==> src/rtl/arb_mem_rr.sv <==
// rtl/arb_mem_rr.sv - round-robin arbiter sequencing N_REQ requesters onto one single-port memory
// Define ARB_LOCK_EN to add the lock port and bounded burst-lock re-grant.
module arb_mem_rr #(
  parameter int N_REQ    = 4,
  parameter int AW       = 8,
  parameter int DW       = 8,
  parameter int MAX_LOCK = 4
) (
  input  logic                clk,
  input  logic                reset_L,
  input  logic [N_REQ-1:0]    req,
  input  logic [N_REQ-1:0]    we,
  input  logic [N_REQ*AW-1:0] addr,
  input  logic [N_REQ*DW-1:0] wdata,
  output logic [N_REQ-1:0]    ack,
  output logic [DW-1:0]       rdata,
  output logic [N_REQ-1:0]    gnt,
  output logic                busy,
  output logic                mem_en,
  output logic                mem_we,
  output logic [AW-1:0]       mem_addr,
  output logic [DW-1:0]       mem_wdata,
  input  logic [DW-1:0]       mem_rdata
`ifdef ARB_LOCK_EN
  ,
  input  logic [N_REQ-1:0]    lock
`endif
);

  localparam int LW = $clog2(N_REQ);

  localparam logic [1:0] S_IDLE   = 2'd0;
  localparam logic [1:0] S_ACCESS = 2'd1;
  localparam logic [1:0] S_WAIT   = 2'd2;
  localparam logic [1:0] S_ACK    = 2'd3;

  logic [1:0]    r_state;
  logic [LW-1:0] r_last;
  logic          r_wr;
  logic [LW-1:0] w_rr;
  logic [LW-1:0] w_sel;
  logic [LW-1:0] w_cand;
  logic          w_any;
  int            w_idx;

  // Scan from the farthest offset down so the nearest set bit after r_last wins.
  always_comb begin
    w_rr   = r_last;
    w_any  = 1'b0;
    w_idx  = 0;
    w_cand = '0;
    for (int k = N_REQ; k >= 1; k--) begin
      w_idx = int'(r_last) + k;
      if (w_idx >= N_REQ) w_idx = w_idx - N_REQ;
      w_cand = LW'(w_idx);
      if (req[w_cand]) begin
        w_rr  = w_cand;
        w_any = 1'b1;
      end
    end
  end

`ifdef ARB_LOCK_EN
  localparam int LCW = $clog2(MAX_LOCK) + 1;

  logic [LCW-1:0] r_lock_cnt;
  logic           w_lock_hit;

  assign w_lock_hit = req[r_last] && lock[r_last] && (r_lock_cnt < LCW'(MAX_LOCK - 1));
  assign w_sel      = w_lock_hit ? r_last : w_rr;

  always_ff @(posedge clk) begin
    if (!reset_L) begin
      r_lock_cnt <= '0;
    end else if (r_state == S_IDLE && w_any) begin
      r_lock_cnt <= w_lock_hit ? r_lock_cnt + LCW'(1) : '0;
    end
  end
`else
  assign w_sel = w_rr;
`endif

  assign busy = (r_state != S_IDLE);

  always_ff @(posedge clk) begin
    if (!reset_L) begin
      r_state   <= S_IDLE;
      r_last    <= LW'(N_REQ - 1);
      r_wr      <= 1'b0;
      gnt       <= '0;
      ack       <= '0;
      rdata     <= '0;
      mem_en    <= 1'b0;
      mem_we    <= 1'b0;
      mem_addr  <= '0;
      mem_wdata <= '0;
    end else begin
      case (r_state)
        S_IDLE: begin
          if (w_any) begin
            gnt         <= '0;
            gnt[w_sel]  <= 1'b1;
            mem_en      <= 1'b1;
            mem_we      <= we[w_sel];
            mem_addr    <= addr[int'(w_sel)*AW +: AW];
            mem_wdata   <= wdata[int'(w_sel)*DW +: DW];
            r_wr        <= we[w_sel];
            r_last      <= w_sel;
            r_state     <= S_ACCESS;
          end
        end
        S_ACCESS: begin
          mem_en  <= 1'b0;
          mem_we  <= 1'b0;
          r_state <= S_WAIT;
        end
        S_WAIT: begin
          // gnt already holds the winner one-hot, so it doubles as the ack pattern
          rdata   <= r_wr ? '0 : mem_rdata;
          ack     <= gnt;
          r_state <= S_ACK;
        end
        default: begin
          ack       <= '0;
          gnt       <= '0;
          rdata     <= '0;
          mem_addr  <= '0;
          mem_wdata <= '0;
          r_state   <= S_IDLE;
        end
      endcase
    end
  end

endmodule

==> config.mk <==
export PLATFORM = sky130hd
export DESIGN_NAME = arb_mem_rr
export DESIGN_NICKNAME = d
export VERILOG_FILES = /design/src/rtl/arb_mem_rr.sv
export SDC_FILE = /design/constraint.sdc
export NUM_CORES = 1
export LEC_CHECK = 0
export BUFFER_PORTS_ARGS = -buffer_cell sky130_fd_sc_hd__buf_4
export CELL_PAD_IN_SITES_DETAIL_PLACEMENT = 1
export CELL_PAD_IN_SITES_GLOBAL_PLACEMENT = 2
export CORE_ASPECT_RATIO = 0.5
export CORE_MARGIN = 4
export CORE_UTILIZATION = 26
export CTS_CLUSTER_SIZE = 12
export DETAILED_ROUTE_END_ITERATION = 12
export GPL_TIMING_DRIVEN = 0
export PLACE_DENSITY = 0.9
export SYNTH_ARGS = -nofsm -noshare
export SYNTH_HDL_FRONTEND = slang
export SYNTH_SLANG_ARGS = --single-unit
==> constraint.sdc <==
create_clock -name clk -period 1.9 [get_ports clk]
set_clock_uncertainty 0.05 [all_clocks]
set_input_delay 0.285 -clock clk [delete_from_list [all_inputs] [get_ports clk]]
set_output_delay 0.285 -clock clk [all_outputs]
set_load 0.03 [all_outputs]
# Yosys cells after proc, flatten, opt, wreduce, memory -nomap -nowiden
# Cells that the tools add are included.
# Widths: inputs -> output; s select.
# totals
regBits	39
# classes
n_bitwise	1
n_addsub	8
n_mux	39
n_reduce_logical	9
n_eq_ne	3
order_cmp	10
n_shift	2
# op_table
operator	n
$shiftx 32x6->8	2
$pmux 8 s2	3
$mux 8	3
$mux 2	9
$pmux 4 s2	2
$lt 2x3->1 const B	5
$mux 1	12
$bmux 1 s2	5
$ge 3x3->1 const B	3
$sub 2x1->2 const B	4
$add 2x2->3 const B	2
$pmux 2 s3	1
$reduce_and 2->1	3
$add 2x3->4 const B	1
$ge 4x3->1 const B	1
$mux 4	1
$pmux 1 s2	2
$reduce_bool 2->1	2
$reduce_or 2->1	2
$add 2x1->3 const B	1
$demux 1 s2	1
$eq 2x1->1 const B	1
$eq 2x2->1 const B	1
$ge 2x1->1 const B	1
other kinds (4)	4

# Longest topological paths before layout
# depth
word_depth	15
mapped_depth	9

# Least setup slack after synthesis
# OpenSTA, ideal clock, no wires.
# synth_path
path_type	flip-flop to flip-flop
startpoint	reg r_state[0]
endpoint	reg rdata[0]
setup_slack_ns	0.140
setup_time_ns	0.066
n_path_buf	2
t_required_ns	1.784
synth_period_minus_slack_ns	1.760
t_arrival_ns	1.644
path_stages_with_launch	9
path_cell_list	dfxtp_1 > inv_1 > ha_1 > buf_6 > or2_1 > clkbuf_1 > nor3b_2 > a22oi_1 > nor2b_1
# synth_via
elab_chain_cells	3
word_cells_on_any_way	5
classes_between	eq/ne (2); mux (1); reduce/logical (2)
# synth_rtl
item	line	source
start, declared	37	logic [1:0] r_state;
start signal, assigned	87	r_state <= S_IDLE;
start signal, assigned	109	r_state <= S_ACCESS;
start signal, assigned	115	r_state <= S_WAIT;
$eq 2x1->1 or $logic_not 2->1 (tied branches)	98	case (r_state)
$reduce_or 2->1 (no line)	--	
$pmux 8 s2	98	
end signal, assigned	119	rdata <= r_wr ? '0 : mem_rdata;
end, declared	16	output logic [DW-1:0] rdata,
# Parallel ways exist; a longest one is shown, timed or not.
# A chain may end at the register's enable or synchronous reset.

# Worst setup path in the final report
# layout_path
startpoint	reg r_last[1]
endpoint	reg mem_addr[2]
# layout_via
elab_chain_cells	12
word_cells_on_any_way	37
classes_between	add/sub (8); order compare (4); eq/ne (1); shift (1); mux (22); reduce/logical (1)
# layout_rtl
item	line	source
start, declared	38	logic [LW-1:0] r_last;
start signal, assigned	88	r_last <= LW'(N_REQ - 1);
start signal, assigned	108	r_last <= w_sel;
$add 2x3->4	53	w_idx = int'(r_last) + k;
$ge 4x3->1 or $sub 2x1->2 (tied branches)	54	if (w_idx >= N_REQ) w_idx = w_idx - N_REQ;
$mux 2	54	
$bmux 1 s2	56	if (req[w_cand]) begin
$mux 1 (implied by the code)	56	
$mux 2 (4 in series)	56	
$shiftx 32x6->8	105	mem_addr <= addr[int'(w_sel)*AW +: AW];
$mux 8	100	if (w_any) begin
$pmux 8 s2	98	
end signal, assigned	105	
end, declared	21	output logic [AW-1:0] mem_addr,
# Parallel ways exist; a longest one is shown, timed or not. The select of a mux whose other input is x is not followed.

==> impl_results.md <==
* Fin crit period at 1.84 ns
* Port Buf Inserts at 116
* Critical Path Start Type: flop
* Die Y at 76.4 um
* Slew headroom at 0.712
* Peak VDD IR at 0.000464 V
* P_leak at 0.00169 uW
* Status: finished clean
* Post-synth ARST share at 0
* Routed wire per std cell at 17.0 um
* Reg power frac at 0.232
* Clock buffer depth at 2
* Via density at 4.92
* Period utilization at 0.971
* 1st-iter DRT viols at 107
* Antenna cells at 0
* Initial antenna violation count at 0
* Worst hold path stage count at 3
* Layout area overhead at 55.3%
* Die ar. at 11100 um2
* Fmax at 542 MHz
* PD cells at 1300 nW/um2
* Critical Setup Path Class: flop to flop
* Power share of the combinational group at 0.540
* Fillcell total at 1054
* Hold path start: mem_rdata[4]
* Synth unique cells at 47
* R2r endpoint: mem_addr[2]
* CTS tree: yes
* H-tree depth at 2
* Worst Hold Path EP: rdata[4]
* RePlAce Congestion at 0.747
* Final Power at 4920 uW
* Worst-path clk slew at 0.06 ns
* Mapped Area at 2430 um2
* Die Span X at 145 um
* Critical path buffer and inverter count at 3
* # clock sinks at 39
* Req. time, crit path at 2.03 ns
* Post-route ant nets at 0
* Rows at 24
* Clock latency on the worst-skew pair at 0.29 ns
* Vias in the first global route at 2450
* Yosys warns at 0
* Synth Register Bits at 39
* Final hold viol count at 0
* Worst r2r path cells at 8
* Worst setup EP type: flop
* Pins over their slew limit at 0
* TritonCTS Buffers at 5
* Initial Util at 0.273
* Internal power at 2940 uW
* Share of cells above drive strength 1 at 0.491
* DPL Wire Length at 6.49 mm
* Pin count of the biggest net entering global routing at 13
* Post-Route WL at 8.59 mm
* Pre-antenna DRT Iters at 4
* Post-Syn Nets at 344
* Family with the most delay on the worst path: compound AO/OA/AOI/OAI gates
* RSZ-0062 raised after global routing: yes
* Worst-Margin Slew at 0.433 ns
* Switch Pwr at 1980 uW
* FF-to-FF Start: r_last[1]
* CTS Hold Bufs at 0
* Max-Cap Viols at 0
* Critical Path Slowest Stage Cell: dfxtp_2
* Boundary pin count at 117
* Register area share after synthesis at 0.321
* First-pass GRT wire length at 13.1 mm
* Clock root buffer: clkbuf_16
* Top_reg_cell synth: dfxtp_1
* Setup violators final at 0
* Core area at 8920 um2
* Synth Area per Inst at 9.43 um2
* Slowest stage delay, CP at 0.33 ns
* Switching Share at 0.403
* Worst-path cell chain: buf_6 -> or2b_1 -> a31oi_4 -> nor4b_4 -> buf_6 -> clkbuf_16 -> a21bo_1 -> o211ai_2
* Worst path arrival time at 1.97 ns
* EDFF count, synth at 0
* Total GRT Usage at 0.151
* R2R setup slack at 0.06 ns
* DRC errors left at 0
* Clock share of power at 0.228
* CP max FO at 6
* Vias at 2492
* Global route overflow at 0
* Post-synthesis cell count at 258
* Fin nets at 474
* Hold Path Class: input pin to flop
* Most frequent cell on the critical path: buf_6
* Final core utilization at 0.424
-- worst register-to-register path, stage by stage (launching register included) --
cell       delay (ns)
dfxtp_2          0.33
buf_6            0.13
or2b_1           0.25
a31oi_4          0.31
nor4b_4          0.11
buf_6            0.15
clkbuf_16        0.15
a21bo_1          0.19
o211ai_2         0.07
-- cells in the final DEF, fill, tap and decap left out, drive strengths merged, types with 2 or more instances in the layout --
cell,instances
a21bo,16
a21boi,5
a21o,2
a21oi,5
a22o,2
a22oi,8
buf,142
bufinv,2
clkbuf,10
dfxtp,39
ha,4
inv,3
mux2i,17
nand2,34
nand3,9
nand3b,2
nand4,16
nor2,5
nor2b,10
nor3,2
nor3b,2
o211ai,18
o21ai,3
o31a,2
o31ai,17
or2,2
-- state kept, by name (all words and copies together), names as in the netlist --
| name | count |
|---|---|
| mem_en | 1 |
| r_state | 2 |
| ack | 4 |
| mem_wdata | 8 |
| rdata | 8 |
| mem_addr | 8 |
| r_wr | 1 |
| mem_we | 1 |
| gnt | 4 |
| r_last | 2 |
-- stage by stage --
step	cells	hold WS, ns	instance area, um2	setup WS [ns]	TNS (ns)
after floorplan	258	0.406	2430	0.140	0
after global placement	491	0.396	3450	-0.112	-1.65
after detailed placement	491	0.401	3450	-0.136	-2.34
after CTS	501	0.197	3680	0.00326	0
after global routing	506	0.201	3780	-0.0281	-0.110
final	506	0.199	3780	0.0554	0
-- synth_stat cells, types with 2 or more instances --
cell type   n  area share
a21bo_1    10       0.041
nor3_4      2       0.013
inv_1       3      0.0046
a21oi_1     4      0.0082
a21bo_2     6       0.025
nand2_1    33       0.051
buf_2       7       0.014
o211ai_1   10       0.031
dfxtp_1    39        0.32
o211ai_2    8       0.041
clkbuf_1    5      0.0077
buf_4       3      0.0093
a22oi_1     8       0.025
or2_1       2      0.0051
o21ai_1     3      0.0062
ha_1        4       0.021
o31ai_1    17       0.052
mux2i_1    17       0.070
nor2b_1    10       0.026
nand4_1    16       0.041
nand3_1     9       0.019
a22o_1      2      0.0072
o31a_1      2      0.0072
nor2_1      4      0.0062
buf_6       8       0.037
a21boi_0    5       0.015
-- metal layers --
metal	track usage	up-vias	wire [um]
met2	0.251	51	4240
li1	-	1226	-
met1	0.192	1203	3810
met5	0	-	0
met3	0.0401	12	406
met4	0.0428	0	137
-- power by group through the flow --
| stage | sequential [uW] | clock, uW | combinational, uW |
|---|---|---|---|
| after CTS | 1130 | 1150 | 2550 |
| after global placement | 1130 | 0 | 2440 |
| after floorplan | 1360 | 0 | 1490 |
| final | 1140 | 1120 | 2660 |
| after global routing | 1170 | 1190 | 2880 |
| after detailed placement | 1140 | 0 | 2480 |
-- cell type report --
type	instances	area, um2	area share
Multi-Input combinational cell	193	1520	0.402
Timing Repair Buffer	124	950	0.251
Sequential cell	39	786	0.208
Buffer	22	175	0.0464
Tap cell	117	146	0.0388
Clock buffer	6	129	0.0341
Clock inverter	2	60.1	0.0159
Inverter	3	11.3	0.00298
-- worst max path at each step --
| stage | startpoint | end | slack [ns] | cells past startpoint |
|---|---|---|---|---|
| 5_1_grt | r_last[1] | mem_addr[0] | -0.03 | 8 |
| 6_report | r_last[1] | mem_addr[2] | 0.06 | 8 |
| 3_3_place_gp | r_state[0] | rdata[1] | -0.11 | 8 |
| 4_1_cts | r_state[0] | mem_addr[3] | 0.003 | 8 |
| 2_1_floorplan | r_state[0] | rdata[0] | 0.14 | 8 |
| 3_5_place_dp | r_state[0] | rdata[0] | -0.14 | 8 |
-- logic make-up after synthesis --
kind of cell | synth area share
flops | 0.321
fa+ha+maj | 0.0206
mux | 0.0700
buf+inv | 0.0730
simple gates | 0.224
compound gates | 0.292
-- repair_timing --
item                                    in CTS  in global routing
setup buffers                                2                  3
gates cloned                                 0                  3
pin swaps                                    2                 12
resized for setup                            6                 19
endpoints found under the setup margin      27                 28
Note: power is estimated with default switching activity, not from simulation.
